**config.mk**
```make
export PLATFORM = sky130hd
export DESIGN_NAME = fp16_mul_pipe_flat
export DESIGN_NICKNAME = d
export VERILOG_FILES = /design/src/rtl/fp16_mul_pipe_if.sv /design/src/rtl/fp16_mul_pipe.sv /design/src/flat_wrapper.sv
export SDC_FILE = /design/constraint.sdc
export NUM_CORES = 1
export LEC_CHECK = 0
export ABC_CLOCK_PERIOD_IN_PS = 6100
export CAP_MARGIN = 10
export CELL_PAD_IN_SITES_DETAIL_PLACEMENT = 0
export CELL_PAD_IN_SITES_GLOBAL_PLACEMENT = 1
export CORE_MARGIN = 4
export CORE_UTILIZATION = 49
export CTS_BUF_LIST = sky130_fd_sc_hd__clkbuf_8
export CTS_CLUSTER_DIAMETER = 100
export CTS_CLUSTER_SIZE = 10
export DETAILED_ROUTE_END_ITERATION = 16
export PLACE_DENSITY = 0.86
export SLEW_MARGIN = 10
export SYNTH_ARGS = -nofsm -noshare
export SYNTH_HDL_FRONTEND = slang
export SYNTH_SLANG_ARGS = --single-unit
```
**constraint.sdc**
```tcl
create_clock -name clk -period 6.1 [get_ports clk]
set_input_delay 1.22 -clock clk [delete_from_list [all_inputs] [get_ports clk]]
set_output_delay 1.22 -clock clk [all_outputs]
set_load 0.03 [all_outputs]
```
**src/rtl/fp16_mul_pipe_if.sv**
```systemverilog
// fp16_mul_pipe_if: operand/result handshake bundle; flag ports exist only with FP16_MUL_FLAGS_EN
interface fp16_mul_pipe_if #(parameter int DW = 16);
  logic          in_valid;
  logic [DW-1:0] op_a;
  logic [DW-1:0] op_b;
  logic          in_ready;
  logic          out_valid;
  logic          out_ready;
  logic [DW-1:0] result;
`ifdef FP16_MUL_FLAGS_EN
  logic [2:0]    flags;
  logic [2:0]    sticky;
  logic          flag_clr;
  modport slave  (input in_valid, op_a, op_b, out_ready, flag_clr,
                  output in_ready, out_valid, result, flags, sticky);
  modport master (output in_valid, op_a, op_b, out_ready, flag_clr,
                  input in_ready, out_valid, result, flags, sticky);
`else
  modport slave  (input in_valid, op_a, op_b, out_ready,
                  output in_ready, out_valid, result);
  modport master (output in_valid, op_a, op_b, out_ready,
                  input in_ready, out_valid, result);
`endif
endinterface

```
**src/rtl/fp16_mul_pipe.sv**
```systemverilog
// fp16_mul_pipe: 3-stage binary16 multiplier (FTZ, RNE) with ready/valid; FP16_MUL_FLAGS_EN adds flags/sticky
module fp16_mul_pipe #(
  parameter int EXP_W = 5,
  parameter int MAN_W = 10
) (
  input logic clk,
  input logic rst,
  fp16_mul_pipe_if.slave bus
);
  localparam int DW   = 1 + EXP_W + MAN_W;
  localparam int BIAS = 2 ** (EXP_W - 1) - 1;
  localparam int EW   = EXP_W + 2;
  localparam int MW   = MAN_W + 1;
  localparam int PW   = 2 * MW;
  localparam logic signed [EW-1:0] EMAX = EW'((1 << EXP_W) - 1);
  localparam logic [1:0] K_NUM = 2'd0, K_NAN = 2'd1, K_INF = 2'd2, K_ZERO = 2'd3;
  localparam logic [DW-1:0] QNAN = {1'b0, {EXP_W{1'b1}}, 1'b1, {(MAN_W-1){1'b0}}};

  logic adv;
  logic v1_q, v2_q, v3_q;
  logic s1_sign_q, s2_sign_q;
  logic [1:0] s1_kind_q, s2_kind_q;
  logic signed [EW-1:0] s1_e_q, s2_e_q;
  logic [MW-1:0] s1_ma_q, s1_mb_q;
  logic [PW-1:0] s2_p_q;
  logic [DW-1:0] res_q;

  assign adv           = !(v3_q && !bus.out_ready);
  assign bus.in_ready  = adv;
  assign bus.out_valid = v3_q;
  assign bus.result    = res_q;

  logic [EXP_W-1:0] ea, eb;
  logic [MAN_W-1:0] fa, fb;
  logic a_z, b_z, a_nan, b_nan, a_inf, b_inf;
  logic [1:0] kind_d;
  logic signed [EW-1:0] e1_d;

  // S1: unpack and classify; subnormals count as zero
  always_comb begin
    ea     = bus.op_a[DW-2 -: EXP_W];
    eb     = bus.op_b[DW-2 -: EXP_W];
    fa     = bus.op_a[MAN_W-1:0];
    fb     = bus.op_b[MAN_W-1:0];
    a_z    = ~|ea;
    b_z    = ~|eb;
    a_nan  = &ea && |fa;
    b_nan  = &eb && |fb;
    a_inf  = &ea && ~|fa;
    b_inf  = &eb && ~|fb;
    kind_d = (a_nan || b_nan || (a_inf && b_z) || (b_inf && a_z)) ? K_NAN :
             (a_inf || b_inf) ? K_INF : (a_z || b_z) ? K_ZERO : K_NUM;
    e1_d   = EW'(ea) + EW'(eb) - EW'(BIAS);
  end

  logic top, guard, stk, up, carry, of, uf;
  logic [MAN_W-1:0] man, man_r;
  logic signed [EW-1:0] en, er;
  logic [DW-1:0] inf_v, zero_v, res_d;

  // S3: normalize by one, round to nearest even, then resolve specials/overflow/underflow
  always_comb begin
    top            = s2_p_q[PW-1];
    man            = top ? s2_p_q[PW-2 -: MAN_W] : s2_p_q[PW-3 -: MAN_W];
    guard          = top ? s2_p_q[PW-2-MAN_W] : s2_p_q[PW-3-MAN_W];
    stk            = top ? |s2_p_q[PW-3-MAN_W:0] : |s2_p_q[PW-4-MAN_W:0];
    up             = guard && (stk || man[0]);
    {carry, man_r} = {1'b0, man} + {{MAN_W{1'b0}}, up};
    en             = s2_e_q + {{(EW-1){1'b0}}, top};
    er             = en + {{(EW-1){1'b0}}, carry};
    uf             = en[EW-1] || en == '0;
    of             = er >= EMAX;
    inf_v          = {s2_sign_q, {EXP_W{1'b1}}, {MAN_W{1'b0}}};
    zero_v         = {s2_sign_q, {(DW-1){1'b0}}};
    res_d          = s2_kind_q == K_NAN ? QNAN : s2_kind_q == K_INF ? inf_v :
                     s2_kind_q == K_ZERO ? zero_v : of ? inf_v : uf ? zero_v :
                     {s2_sign_q, er[EXP_W-1:0], man_r};
  end

  // Stage valids and output word: async clear, everything advances together unless stalled
  always_ff @(posedge clk or negedge rst) begin
    if (!rst) begin
      v1_q  <= 1'b0;
      v2_q  <= 1'b0;
      v3_q  <= 1'b0;
      res_q <= '0;
    end else if (adv) begin
      v1_q  <= bus.in_valid;
      v2_q  <= v1_q;
      v3_q  <= v2_q;
      res_q <= res_d;
    end
  end

  // Stage payloads: qualified by the valids, so they need no reset
  always_ff @(posedge clk) begin
    if (adv) begin
      s1_sign_q <= bus.op_a[DW-1] ^ bus.op_b[DW-1];
      s1_kind_q <= kind_d;
      s1_e_q    <= e1_d;
      s1_ma_q   <= {1'b1, fa};
      s1_mb_q   <= {1'b1, fb};
      s2_sign_q <= s1_sign_q;
      s2_kind_q <= s1_kind_q;
      s2_e_q    <= s1_e_q;
      s2_p_q    <= PW'(s1_ma_q) * PW'(s1_mb_q);
    end
  end

`ifdef FP16_MUL_FLAGS_EN
  logic [2:0] flags_d, flags_q, sticky_d, sticky_q;
  logic take;

  // Exception flags {invalid, overflow, underflow} and their sticky accumulation
  always_comb begin
    flags_d  = {s2_kind_q == K_NAN, s2_kind_q == K_NUM && of, s2_kind_q == K_NUM && !of && uf};
    take     = v3_q && bus.out_ready;
    sticky_d = bus.flag_clr ? (take ? flags_q : 3'b000) : (take ? sticky_q | flags_q : sticky_q);
  end

  // Flag registers follow the result word; sticky is cleared synchronously by flag_clr
  always_ff @(posedge clk or negedge rst) begin
    if (!rst) begin
      flags_q  <= '0;
      sticky_q <= '0;
    end else begin
      if (adv) flags_q <= flags_d;
      sticky_q <= sticky_d;
    end
  end

  assign bus.flags  = flags_q;
  assign bus.sticky = sticky_q;
`endif
endmodule

```
**src/flat_wrapper.sv**
```systemverilog
// flat-port wrapper written by rule: the top's interface ports become plain ports
module fp16_mul_pipe_flat 
#(
  parameter int EXP_W = 5,
  parameter int MAN_W = 10
)
  (clk, rst, bus_in_valid, bus_op_a, bus_op_b, bus_out_ready, bus_in_ready, bus_out_valid, bus_result);
  fp16_mul_pipe_if bus_i ();
  input logic clk;
  input logic rst;
  input wire logic [$bits(bus_i.in_valid)-1:0] bus_in_valid;
  input wire logic [$bits(bus_i.op_a)-1:0] bus_op_a;
  input wire logic [$bits(bus_i.op_b)-1:0] bus_op_b;
  input wire logic [$bits(bus_i.out_ready)-1:0] bus_out_ready;
  output wire logic [$bits(bus_i.in_ready)-1:0] bus_in_ready;
  output wire logic [$bits(bus_i.out_valid)-1:0] bus_out_valid;
  output wire logic [$bits(bus_i.result)-1:0] bus_result;
  assign bus_i.in_valid = bus_in_valid;
  assign bus_i.op_a = bus_op_a;
  assign bus_i.op_b = bus_op_b;
  assign bus_i.out_ready = bus_out_ready;
  assign bus_in_ready = bus_i.in_ready;
  assign bus_out_valid = bus_i.out_valid;
  assign bus_result = bus_i.result;
  fp16_mul_pipe #(.EXP_W(EXP_W), .MAN_W(MAN_W)) u_core (.clk(clk), .rst(rst), .bus(bus_i));
endmodule
```
==> results of run 1 <==
## flip-flops by register name, indices dropped and copies added, names as in the netlist
name and cells:
u_core.s1_ma_q 10, u_core.s2_kind_q 2, u_core.bus.result 16, u_core.s1_mb_q 10, u_core.s1_e_q 7, u_core.s2_p_q 22
u_core.s2_sign_q 1, u_core.s2_e_q 7, u_core.v1_q 1, u_core.bus.out_valid 1, u_core.s1_sign_q 1, u_core.s1_kind_q 2
u_core.v2_q 1
## worst max-delay path, stage by stage, from the launching register on
cell,delay [ns]
edfxtp_1,0.59
nand2_1,0.14
fa_1,0.57
inv_1,0.06
fa_1,0.51
inv_1,0.05
fa_1,0.47
inv_1,0.05
fa_1,0.52
inv_1,0.05
fa_1,0.52
inv_1,0.04
ha_1,0.30
o21ai_0,0.15
nor2b_1,0.19
nor3_4,0.26
a21oi_1,0.19
or4b_1,0.54
nand3_1,0.10
## worst max path at each step
stage | start | to
2_1_floorplan | u_core.s1_mb_q[9]$_DFFE_PN_ | u_core.s2_p_q[19]$_DFFE_PN_
3_3_place_gp | u_core.s1_ma_q[1]$_DFFE_PN_ | u_core.s2_p_q[19]$_DFFE_PN_
3_5_place_dp | u_core.s1_ma_q[1]$_DFFE_PN_ | u_core.s2_p_q[19]$_DFFE_PN_
4_1_cts | u_core.s1_ma_q[1]$_DFFE_PN_ | u_core.s2_p_q[19]$_DFFE_PN_
5_1_grt | u_core.s1_ma_q[5]$_DFFE_PN_ | u_core.s2_p_q[18]$_DFFE_PN_
6_report | u_core.s1_ma_q[5]$_DFFE_PN_ | u_core.s2_p_q[20]$_DFFE_PN_
## layout make-up
type                       count  area share [%]
clock inverter                 7          0.7974
timing repair buffer          60           6.635
sequential                    81           26.60
tap                          216           3.076
inverter                     132           5.639
clock buffer                   9           1.410
multi-input combinational    543           55.85
## cells by family (layout without fill, tap and decap cells)
family	after synthesis	after routing
buffers and inverters	162	208
flip-flops	81	81
adder cells (fa/ha/maj)	151	151
AND/OR/NAND/NOR	244	244
XOR/XNOR	41	41
multiplexers	8	8
AO/OA/AOI/OAI	99	99
## metrics by stage
stage	hold WS (ns)	worst slack (ns)	area, um^2	instances	utilization (%)
6_report	0.4290	0.6335	8787	1048	55.52
5_1_grt	0.4411	0.3605	8787	1048	55.52
4_1_cts	0.4335	0.6500	8787	1048	55.52
3_5_place_dp	0.4054	0.6707	8593	1032	54.29
3_3_place_gp	0.4044	0.7318	8593	1032	54.29
2_1_floorplan	0.4003	0.8626	7879	786	-
## synth_stat cells (6+ instances only)
master	number
a32o_1	6
and2_1	44
xnor2_1	23
nand2_1	81
nand3_1	15
fa_1	81
xor2_1	16
a311oi_1	7
inv_1	132
o21ai_0	9
clkbuf_1	24
nor4_1	7
nor2_1	35
nor2b_1	6
nand4_1	7
a21oi_1	28
ha_1	70
and3_1	10
nor3_1	11
dfrtp_1	19
nand2b_1	10
a21o_1	12
edfxtp_1	62
## layer usage
metal	track usage, %	share of wire (%)
met2	32.16	50
met4	3.111	1.2
met1	23.35	45
met3	3.577	4.1
met5	0	0
==> run_results.csv, run 1 <==
group,metric,value,unit
logic_synthesis,avgSynthCellArea,10.02,um^2
logic_synthesis,synth-main-ff-cell,"edfxtp_1",
cells_and_area,final_common_cell,"inv_1",
clock_tree,clock_latency,0.37,ns
route,num_vias,5459,
logic_synthesis,synth_cells,786,
place,place.port_buffers,53,
logic_synthesis,synth_top_family_by_area,"adder cells",
cells_and_area,n_antenna_cell,0,
logic_synthesis,synthXorXnorAreaFrac,4.748,%
critical_path,reg2reg_slack,0.63,ns
critical_path,reg2reg_to,"u_core.s2_p_q[20]$_DFFE_PN_",
critical_path,cp_data_arrival_time,5.70,ns
critical_path,rr_worst_depth,18,
logic_synthesis,async_flop_share,23.46,%
sta,timing.final.crit_share,89.61,%
critical_path,cp-start-kind,"flip-flop",
global_routing,antenna_found_initial,0,
route,drc,0,
hold_path,holdPathEnd,"u_core.s2_e_q[0]$_DFFE_PN_",
logic_synthesis,synth_compound_area_share,8.877,%
sta,tns,0,ns
clock_tree,tritoncts.num_buffers,9,
hold_path,min_path_cells,0,
run,cap_violations,0,
route,viasPerCell,5.209,
clock_tree,htree_levels,3,
sta,hold_violations,0,
logic_synthesis,synth_top_area_share,23.63,%
logic_synthesis,synthTopCellsByArea,"edfxtp_1 (24%), fa_1 (21%), ha_1 (11%), inv_1 (6.3%), dfrtp_1 (6.0%)",
clock_tree,cts_tree,"done",
critical_path,endpoint_kind,"flip-flop",
place,dp.final_hpwl,12740,um
floorplanning,die_w,134.8,um
route,wl_per_cell,14.83,um
route,wirelength,15540,um
logic_synthesis,yosysSeqAreaShare,29.66,%
global_routing,grt_start_max_net_pins,73,
hold_path,hp-class,"flip-flop to flip-flop",
logic_synthesis,ys_ff_latch,81,
logic_synthesis,synth_top_area_cell,"edfxtp_1",
floorplanning,rows,46,
sta,min_period,5.466,ns
floorplanning,boundaryPins,54,
cells_and_area,area_delta_synth_final,11.53,%
logic_synthesis,ys_warn_count,0,
cells_and_area,layout-drive-gt1-share,4.207,%
critical_path,critical_path_required,6.33,ns
clock_tree,clkTransAtPathRegs,0.09,ns
global_routing,grt_overflow,0,
clock_tree,post_cts_resized,0,
floorplanning,core,0.01583,mm^2
sta,grt_setup_unrepaired,"no",
critical_path,crit_type,"flip-flop to flip-flop",
critical_path,r2r-start,"u_core.s1_ma_q[5]$_DFFE_PN_",
sta,tightest_slew,0.8709,ns
route,first_iter_violations,214,
clock_tree,cts.sinks,81,
route,ant_nets,0,
logic_synthesis,synthDistinctLibCells,62,
sta,slew_headroom,41.94,%
global_routing,grt_pass1_wl,26560,um
cells_and_area,fillers,1426,
place,gp_congestion,0.9053,
cells_and_area,mostFrequentLayoutCells,"inv_1 (133), nand2_1 (81), fa_1 (81), ha_1 (70), edfxtp_1 (62)",
critical_path,path_max_fanout,10,
global_routing,gr-usage-all-layers,18.10,%
logic_synthesis,synth_fa_ha_area_share,31.70,%
sta,setup-violations-final,0,
hold_path,hp-start,"u_core.s1_e_q[0]$_DFFE_PN_",
sta,slew_viol_final,0,
global_routing,grt_pass1_vias,5593,
logic_synthesis,synth-simple-area-share,15.90,%
logic_synthesis,synth_area,0.007879,mm^2
cells_and_area,regArea,0.002337,mm^2
logic_synthesis,syn_nets,973,
run_status,status,"finished clean",
clock_tree,cts_buffer_depth,2,
route,firstDrtPassIters,4,
floorplanning,die_h,134.8,um
clock_tree,post_cts_buffers,0,
floorplanning,die_area,0.01817,mm^2
cells_and_area,multi_input_area,0.004907,mm^2
sta,fin_skew,0.01009,ns
clock_tree,root_buffer,"clkbuf_8",
logic_synthesis,synth_mux_area_share,1.064,%
clock_tree,cts_hold_buf,0,
floorplanning,start_util,49.78,%
logic_synthesis,synth-edff-count,62,
cells_and_area,final_nets,1014,
sta,fmax,182.9,MHz
Power of run 1 is not shown: default switching activity piles up to over one toggle a cycle in this logic, so the estimate is an artifact.
==> run 2, diff against run 1 <==
--- a/config.mk
+++ b/config.mk
@@ -13,10 +13,8 @@
 export CORE_UTILIZATION = 49
 export CTS_BUF_LIST = sky130_fd_sc_hd__clkbuf_8
 export CTS_CLUSTER_DIAMETER = 100
-export CTS_CLUSTER_SIZE = 10
 export DETAILED_ROUTE_END_ITERATION = 16
-export PLACE_DENSITY = 0.86
-export SLEW_MARGIN = 10
+export PLACE_DENSITY = 0.88
 export SYNTH_ARGS = -nofsm -noshare
 export SYNTH_HDL_FRONTEND = slang
 export SYNTH_SLANG_ARGS = --single-unit
==> run 2 against run 1 <==
Against the previous run:
- critical path depth unchanged
- sequential share of layout area is 0.087 points higher
- critical path type unchanged
- first-iteration DRC count fell by 29%
- core utilization fell by 0.18 points
- highest routed layer unchanged
==> run_results.csv, run 2 (same netlist as run 1, synthesis figures left out) <==
group,metric,value,unit
floorplanning,die_area,0.01817,mm^2
clock_tree,root_buffer,"clkbuf_8",
critical_path,critPathBufInv,5,
critical_path,crit_type,"flip-flop to flip-flop",
hold_path,min_path_cells,0,
critical_path,path_max_fanout,10,
run,cap_violations,0,
route,viasPerCell,5.146,
route,ant_nets,0,
sta,tightest_slew,0.9026,ns
sta,tns,0,ns
cells_and_area,n_antenna_cell,0,
sta,setup-violations-final,0,
critical_path,r2r-start,"u_core.s1_ma_q[5]$_DFFE_PN_",
global_routing,grt_pass1_vias,5259,
clock_tree,clock_latency,0.37,ns
floorplanning,start_util,49.78,%
floorplanning,die_h,134.8,um
cells_and_area,layout-drive-gt1-share,4.101,%
clock_tree,cts_buffer_depth,2,
critical_path,cp_data_arrival_time,5.69,ns
floorplanning,rows,46,
global_routing,grt_overflow,0,
route,drc,0,
place,post-place-cells,1029,
cells_and_area,regMostFlops,"u_core.s2_p_q",
critical_path,cpPeakStageDelay,0.58,ns
clock_tree,cts_hold_buf,0,
critical_path,critical_path_required,6.33,ns
route,firstDrtPassIters,4,
route,first_iter_violations,153,
sta,hold_violations,0,
sta,min_period,5.458,ns
sta,slew_headroom,39.83,%
global_routing,grt_pass1_wl,25730,um
critical_path,reg2reg_slack,0.64,ns
sta,setup_slack,0.6418,ns
critical_path,cp-start-kind,"flip-flop",
clock_tree,htree_levels,3,
critical_path,path_delay_family,"adder cells",
sta,fmax,183.2,MHz
clock_tree,post_cts_resized,0,
critical_path,endpoint_kind,"flip-flop",
hold_path,hp-start,"u_core.s1_sign_q$_DFFE_PN_",
route,wirelength,14910,um
cells_and_area,area_delta_synth_final,11.16,%
cells_and_area,largest_reg_flops,22,
critical_path,cp_cell_sequence,"nand2_1, fa_1, inv_1, fa_1, inv_1, fa_1, inv_1, fa_1, inv_1, fa_1, inv_1, ha_1, o21ai_0, nor2b_1, nor3_4, a21oi_1, or4b_1, nand3_1",
cells_and_area,fillers,1401,
critical_path,slowest_stage,"edfxtp_1",
global_routing,antenna_found_initial,0,
place,place.port_buffers,53,
place,gp_congestion,0.9214,
cells_and_area,mostFrequentLayoutCells,"inv_1 (131), nand2_1 (81), fa_1 (81), ha_1 (70), edfxtp_1 (62)",
cells_and_area,fin_cells,1045,
sta,slew_viol_final,0,
cells_and_area,final_nets,1011,
cells_and_area,final_common_cell,"inv_1",
run_status,status,"finished clean",
route,num_vias,5378,
place,dp_slack,0.6528,ns
cells_and_area,finish.utilization,55.34,%
clock_tree,clkTransAtPathRegs,0.10,ns
sta,timing.final.crit_share,89.48,%
critical_path,rr_worst_depth,18,
global_routing,grt_start_max_net_pins,75,
route,wl_per_cell,14.27,um
clock_tree,tritoncts.num_buffers,9,
sta,grt_setup_unrepaired,"no",
clock_tree,cts_tree,"done",
hold_path,holdPathEnd,"u_core.s2_sign_q$_DFFE_PN_",
floorplanning,die_w,134.8,um
floorplanning,boundaryPins,54,
floorplanning,core,0.01583,mm^2
global_routing,gr-usage-all-layers,17.65,%
clock_tree,post_cts_buffers,0,
sta,fin_skew,0.01321,ns
critical_path,reg2reg_to,"u_core.s2_p_q[20]$_DFFE_PN_",
place,dp.final_hpwl,12040,um
hold_path,hp-class,"flip-flop to flip-flop",
clock_tree,cts.sinks,81,
[run 2: cell types whose count changed in the layout (fill, tap and decap cells not counted)]
cell        before  now
buf_4            7    4
clkinvlp_4       0    2
inv_1          133  131
inv_8            0    2
bufinv_16        1    0
clkinv_4         1    2
inv_4            1    0
inv_6            2    1
[run 2: cell type report]
cell class	count	area, um^2	area share (%)
Multi-Input combinational cell	543	4907	56.03
Sequential cell	81	2337	26.69
Timing Repair Buffer	57	560.5	6.400
Inverter	132	495.5	5.657
Tap cell	216	270.3	3.086
Clock buffer	9	123.9	1.414
Clock inverter	7	63.81	0.7286
[run 2: how the worst max path moves through the flow]
stage / startpoint / endpoint / slack, ns / cells after the start
3_5_place_dp: u_core.s1_mb_q[8]$_DFFE_PN_ / u_core.s2_p_q[19]$_DFFE_PN_ / 0.65 / 18
3_3_place_gp: u_core.s1_mb_q[8]$_DFFE_PN_ / u_core.s2_p_q[19]$_DFFE_PN_ / 0.73 / 18
6_report: u_core.s1_ma_q[5]$_DFFE_PN_ / u_core.s2_p_q[20]$_DFFE_PN_ / 0.64 / 18
4_1_cts: u_core.s1_ma_q[5]$_DFFE_PN_ / u_core.s2_p_q[20]$_DFFE_PN_ / 0.64 / 18
5_1_grt: u_core.s1_ma_q[5]$_DFFE_PN_ / u_core.s2_p_q[20]$_DFFE_PN_ / 0.31 / 18
2_1_floorplan: u_core.s1_mb_q[9]$_DFFE_PN_ / u_core.s2_p_q[19]$_DFFE_PN_ / 0.86 / 19
[run 2: per-stage QoR]
| step | area [um^2] | hold WS (ns) |
|---|---|---|
| after global placement | 8571 | 0.4016 |
| after detailed placement | 8571 | 0.4075 |
| after floorplan | 7879 | 0.4003 |
| after CTS | 8758 | 0.4231 |
| after global routing | 8758 | 0.4338 |
| final | 8758 | 0.4272 |
[run 2: layer usage]
metal / vias up / part of all wire (%) / GRT usage, %
li1: 2677 / - / -
met3: 12 / 5.0 / 3.912
met4: 0 / 0.87 / 3.903
met1: 2570 / 48 / 25.64
met5: - / 0 / 0
met2: 119 / 46 / 27.38
Power of run 2 is left out for the same reason.
